--- src/rtl/exec_if.sv ---
// Issue/write-back bundle between the execute stage and the register file.
// The master side issues operations; the slave side is the execute unit.
interface exec_if #(parameter int WIDTH = 32);
  logic             start;
  logic [1:0]       op;
  logic [WIDTH-1:0] srcA;
  logic [WIDTH-1:0] srcB;
  logic [1:0]       dstReg;
  logic             busy;
  logic             writeEnable;
  logic [1:0]       writeReg;
  logic [WIDTH-1:0] writeData;
  logic             overflow;

  modport master (output start, op, srcA, srcB, dstReg,
                  input  busy, writeEnable, writeReg, writeData, overflow);
  modport slave  (input  start, op, srcA, srcB, dstReg,
                  output busy, writeEnable, writeReg, writeData, overflow);
endinterface

--- src/rtl/exec_unit.sv ---
// Execute stage: ADD/SUB/AND single-cycle, op 11 is a 32-step shift-add MUL when
// EXEC_MUL_EN is defined, otherwise a single-cycle XOR. Result leaves as a one-cycle write strobe.
module exec_unit #(parameter int WIDTH = 32) (
  input  logic   clk,
  input  logic   reset,
  exec_if.slave  bus
);

`ifdef EXEC_MUL_EN
  typedef enum logic [1:0] {S_IDLE, S_MUL, S_WB} state_t;
`else
  typedef enum logic [1:0] {S_IDLE, S_WB} state_t;
`endif

  state_t           state_q, state_d;
  logic             busy_q, busy_d;
  logic             we_q, we_d;
  logic [1:0]       wreg_q, wreg_d;
  logic [WIDTH-1:0] wdata_q, wdata_d;
  logic             ovf_q, ovf_d;
  logic [1:0]       op_q, op_d;
  logic [WIDTH-1:0] a_q, a_d;
  logic [WIDTH-1:0] b_q, b_d;
  logic [1:0]       dst_q, dst_d;
  logic [WIDTH-1:0] res;
  logic             res_ovf;
  logic [WIDTH-1:0] sum_ab, diff_ab;
`ifdef EXEC_MUL_EN
  logic [2*WIDTH-1:0] prod_q, prod_d;
  logic [4:0]         cnt_q, cnt_d;
  logic [WIDTH:0]     mul_sum;
`endif

  assign sum_ab  = a_q + b_q;
  assign diff_ab = a_q - b_q;

  always_comb begin
    res     = '0;
    res_ovf = 1'b0;
    case (op_q)
      2'b00: begin
        res     = sum_ab;
        res_ovf = (a_q[WIDTH-1] == b_q[WIDTH-1]) && (sum_ab[WIDTH-1] != a_q[WIDTH-1]);
      end
      2'b01: begin
        res     = diff_ab;
        res_ovf = (a_q[WIDTH-1] != b_q[WIDTH-1]) && (diff_ab[WIDTH-1] != a_q[WIDTH-1]);
      end
      2'b10: res = a_q & b_q;
      default: begin
`ifdef EXEC_MUL_EN
        res     = prod_q[WIDTH-1:0];
        res_ovf = |prod_q[2*WIDTH-1:WIDTH];
`else
        res     = a_q ^ b_q;
`endif
      end
    endcase
  end

`ifdef EXEC_MUL_EN
  // b_q doubles as the multiplier shift register during MUL.
  assign mul_sum = {1'b0, prod_q[2*WIDTH-1:WIDTH]} + (b_q[0] ? {1'b0, a_q} : '0);
`endif

  // IDLE with busy set is the finalise cycle: the result is registered and the strobe raised.
  always_comb begin
    state_d = state_q;
    busy_d  = busy_q;
    we_d    = 1'b0;
    wreg_d  = wreg_q;
    wdata_d = wdata_q;
    ovf_d   = ovf_q;
    op_d    = op_q;
    a_d     = a_q;
    b_d     = b_q;
    dst_d   = dst_q;
`ifdef EXEC_MUL_EN
    prod_d  = prod_q;
    cnt_d   = cnt_q;
`endif
    case (state_q)
      S_IDLE: begin
        if (!busy_q) begin
          if (bus.start) begin
            busy_d = 1'b1;
            op_d   = bus.op;
            a_d    = bus.srcA;
            b_d    = bus.srcB;
            dst_d  = bus.dstReg;
`ifdef EXEC_MUL_EN
            if (bus.op == 2'b11) begin
              prod_d  = '0;
              cnt_d   = '0;
              state_d = S_MUL;
            end
`endif
          end
        end else begin
          we_d    = 1'b1;
          wreg_d  = dst_q;
          wdata_d = res;
          ovf_d   = res_ovf;
          state_d = S_WB;
        end
      end
`ifdef EXEC_MUL_EN
      S_MUL: begin
        prod_d = {mul_sum, prod_q[WIDTH-1:1]};
        b_d    = b_q >> 1;
        cnt_d  = cnt_q + 5'd1;
        if (cnt_q == 5'd31) state_d = S_IDLE;
      end
`endif
      S_WB: begin
        busy_d  = 1'b0;
        state_d = S_IDLE;
      end
      default: state_d = S_IDLE;
    endcase
  end

  always_ff @(posedge clk or posedge reset) begin
    if (reset) begin
      state_q <= S_IDLE;
      busy_q  <= 1'b0;
      we_q    <= 1'b0;
      wreg_q  <= '0;
      wdata_q <= '0;
      ovf_q   <= 1'b0;
      op_q    <= '0;
      a_q     <= '0;
      b_q     <= '0;
      dst_q   <= '0;
`ifdef EXEC_MUL_EN
      prod_q  <= '0;
      cnt_q   <= '0;
`endif
    end else begin
      state_q <= state_d;
      busy_q  <= busy_d;
      we_q    <= we_d;
      wreg_q  <= wreg_d;
      wdata_q <= wdata_d;
      ovf_q   <= ovf_d;
      op_q    <= op_d;
      a_q     <= a_d;
      b_q     <= b_d;
      dst_q   <= dst_d;
`ifdef EXEC_MUL_EN
      prod_q  <= prod_d;
      cnt_q   <= cnt_d;
`endif
    end
  end

  assign bus.busy        = busy_q;
  assign bus.writeEnable = we_q;
  assign bus.writeReg    = wreg_q;
  assign bus.writeData   = wdata_q;
  assign bus.overflow    = ovf_q;

endmodule

--- src/flat_wrapper.sv ---
// flat-port wrapper written by rule: the top's interface ports become plain ports
module exec_unit_flat 
#(parameter int WIDTH = 32)
  (clk, reset, bus_start, bus_op, bus_srcA, bus_srcB, bus_dstReg, bus_busy, bus_writeEnable, bus_writeReg, bus_writeData, bus_overflow);
  exec_if #(.WIDTH(WIDTH)) bus_i ();
  input  logic clk;
  input  logic reset;
  input wire logic [$bits(bus_i.start)-1:0] bus_start;
  input wire logic [$bits(bus_i.op)-1:0] bus_op;
  input wire logic [$bits(bus_i.srcA)-1:0] bus_srcA;
  input wire logic [$bits(bus_i.srcB)-1:0] bus_srcB;
  input wire logic [$bits(bus_i.dstReg)-1:0] bus_dstReg;
  output wire logic [$bits(bus_i.busy)-1:0] bus_busy;
  output wire logic [$bits(bus_i.writeEnable)-1:0] bus_writeEnable;
  output wire logic [$bits(bus_i.writeReg)-1:0] bus_writeReg;
  output wire logic [$bits(bus_i.writeData)-1:0] bus_writeData;
  output wire logic [$bits(bus_i.overflow)-1:0] bus_overflow;
  assign bus_i.start = bus_start;
  assign bus_i.op = bus_op;
  assign bus_i.srcA = bus_srcA;
  assign bus_i.srcB = bus_srcB;
  assign bus_i.dstReg = bus_dstReg;
  assign bus_busy = bus_i.busy;
  assign bus_writeEnable = bus_i.writeEnable;
  assign bus_writeReg = bus_i.writeReg;
  assign bus_writeData = bus_i.writeData;
  assign bus_overflow = bus_i.overflow;
  exec_unit #(.WIDTH(WIDTH)) u_core (.clk(clk), .reset(reset), .bus(bus_i));
endmodule
--- config.mk ---
export PLATFORM = sky130hd
export DESIGN_NAME = exec_unit_flat
export DESIGN_NICKNAME = d
export VERILOG_FILES = /design/src/rtl/exec_if.sv /design/src/rtl/exec_unit.sv /design/src/flat_wrapper.sv
export SDC_FILE = /design/constraint.sdc
export NUM_CORES = 1
export LEC_CHECK = 0
export CORE_MARGIN = 10
export CORE_UTILIZATION = 40
export CTS_CLUSTER_SIZE = 12
export DETAILED_ROUTE_END_ITERATION = 7
export GPL_TIMING_DRIVEN = 0
export PLACE_DENSITY = 0.69
export SLEW_MARGIN = 10
export SYNTH_ARGS = -nofsm -noshare
export SYNTH_HDL_FRONTEND = slang
export SYNTH_SLANG_ARGS = --single-unit
--- constraint.sdc ---
create_clock -name clk -period 10.5 [get_ports clk]
set_input_delay 3.15 -clock clk [delete_from_list [all_inputs] [get_ports clk]]
set_output_delay 3.15 -clock clk [all_outputs]
set_load 0.03 [all_outputs]
==> reports/metrics.csv <==
metric,value,unit
synth_seq_cells,106,
ant_nets,0,
fp-row-count,52,
routed_wl,26800,um
cp_slowest_cell,clkbuf_1,
maxCapViolCount,0,
tightest_slew,0.870,ns
grt_pass1_wl,43000,um
gp_congestion,0.944,
yosys-top-cells-count,"nand2_1, dfrtp_1, o21ai_0, nor2_1",
num_io_pins,108,
area_growth,21.6,%
ys_top_cells_by_area,"dfrtp_1, ha_1, o21ai_0",
dieArea,0.0264,mm2
vias_per_cell,5.71,
die_w,163,um
first_pass_iters,5,
numPortBuffers,107,
antenna_found_initial,0,
period_share,0.508,
crit_top_cell,clkbuf_1,
critical_path.top_delay_family,buffers and inverters,
start_kind,input port,
cts_sinks,106,
yosysTopAreaCell,dfrtp_1,
nets,1221,
drt-initial-drc-count,691,
setup_viol,0,
syn_area,0.00812,mm2
grt_max_degree,67,
core,0.0201,mm2
utilization,0.491,
synth_edf_count,0,
synth_top_area_share,0.327,
crit_type,in -> reg,
drive_above_1_share,0.0817,
final-hold-violation-count,0,
finClkSkew,0.00804,ns
required,10.75,ns
path_cells,"clkdlybuf4s50_1, nor3b_1, clkbuf_1, clkbuf_1, mux2_2",
postCtsResizedCells,0,
cts_buffers,9,
outcome,completed,
syn_nets,1102,
synthCells,966,
grt_overflow,0,
root_buffer,clkbuf_16,
clk_path_buf_depth,2,
cp-end-kind,flip-flop,
path_clk_slew,0.07,ns
cts_max_level,3,
ys_seq_area_frac,0.327,
syn_avg_cell_area,8.41,um2
placedCellCount,1344,
initial_core_util,0.404,
fillers,1927,
cts_tree,built,
hpwl,20500,um
vias,7759,
clkLatencyLatePin,0.37,ns
fin_hold_ws,0.439,ns
rsz0062_at_grt,false,
yosys_warnings,0,
diodes,0,
critical_path_buf_inv_count,3,
relSlewSlack,0.420,
ctsHoldBuffers,0,
async_flop_share,1.00,
drc,0,
wl_per_cell,19.7,um
worstPathMaxFanout,10,
synthFlopType,dfrtp_1,
max_freq,187,MHz
synth_most_common_cell,nand2_1,
grt_use_total,0.202,
synth_cell_types,77,
worstHoldPathType,reg -> reg,
finalMaxSlewViolations,0,
slowest_delay,0.62,ns
stdcell_count,1359,
cts_setup_buffers,0,
arrival,5.59,ns
fin_tns_setup,0,ns
grt_pass1_vias,7816,
fin_crit,5.34,ns
die_h,163,um
[worst paths after layout]
check,slack [ns],end,cells past startpoint,start
max reg2reg,7.13,u_core.bus.writeData[23],12,u_core.b_q[3]
max,5.16,u_core.a_q[7],5,bus_start
min in group asynchronous,3.15,u_core.a_q[2],2,reset
min,0.44,u_core.bus.busy,1,u_core.state_q[0]
max in group asynchronous,6.68,u_core.a_q[24],3,reset
min reg2reg,0.44,u_core.bus.busy,1,u_core.state_q[0]
[cell usage in the layout, fill, tap and decap left out, drive strengths merged, types with 23 or more instances in the layout]
master | netlist | final
xnor2 | 23 | 23
ha | 63 | 63
nor3 | 23 | 23
o21ai | 88 | 88
a21oi | 69 | 69
clkdlybuf4s50 | 0 | 107
mux2 | 36 | 36
inv | 70 | 71
buf | 22 | 23
clkbuf | 42 | 51
dfrtp | 106 | 106
nor2 | 78 | 78
nand2 | 109 | 109
[area by class of cell]
| class | count | area, um2 | area share |
|---|---|---|---|
| plain buffers | 64 | 280 | 0.0284 |
| clock buffers | 9 | 225 | 0.0228 |
| clock inverters | 6 | 90.1 | 0.00912 |
| inverters | 71 | 272 | 0.0275 |
| multi-input cells | 725 | 4920 | 0.498 |
| flip-flops and latches | 106 | 2650 | 0.268 |
| well taps | 270 | 338 | 0.0342 |
| repair buffers | 108 | 1100 | 0.111 |
[state kept, by name, indices dropped and copies added, names as in the netlist]
signal	count
u_core.b_q	32
u_core.bus.busy	1
u_core.bus.writeEnable	1
u_core.bus.writeReg	2
u_core.state_q	1
u_core.a_q	32
u_core.dst_q	2
u_core.op_q	2
u_core.bus.writeData	32
u_core.bus.overflow	1
[metal layers]
layer / wire length, um / up-vias / track usage
li1: - / 3668 / -
met1: 12400 / 3699 / 0.280
met2: 11500 / 336 / 0.302
met3: 2220 / 56 / 0.0410
met4: 731 / 0 / 0.0736
met5: 0 / - / 0
[through the flow]
stage	worst slack [ns]	cell area [um2]
final	5.16	9880
after global routing	5.02	9880
after CTS	5.20	9880
after detailed placement	4.82	9560
after global placement	2.87	9530
after floorplan	4.56	8120
[kinds of logic (layout without fill, tap and decap cells)]
group / count (synthesis) / in the layout / share of synthesized area
simple gates: 279 / 279 / 0.156
fa+ha+maj: 65 / 65 / 0.102
flops: 106 / 106 / 0.327
compound gates: 298 / 298 / 0.243
buf+inv: 135 / 258 / 0.0673
xor+xnor: 28 / 28 / 0.0302
mux: 55 / 55 / 0.0749
Power is left out: the tool's default activity adds up to more than one toggle a clock period on the data nets, which glitch-free logic cannot reach.
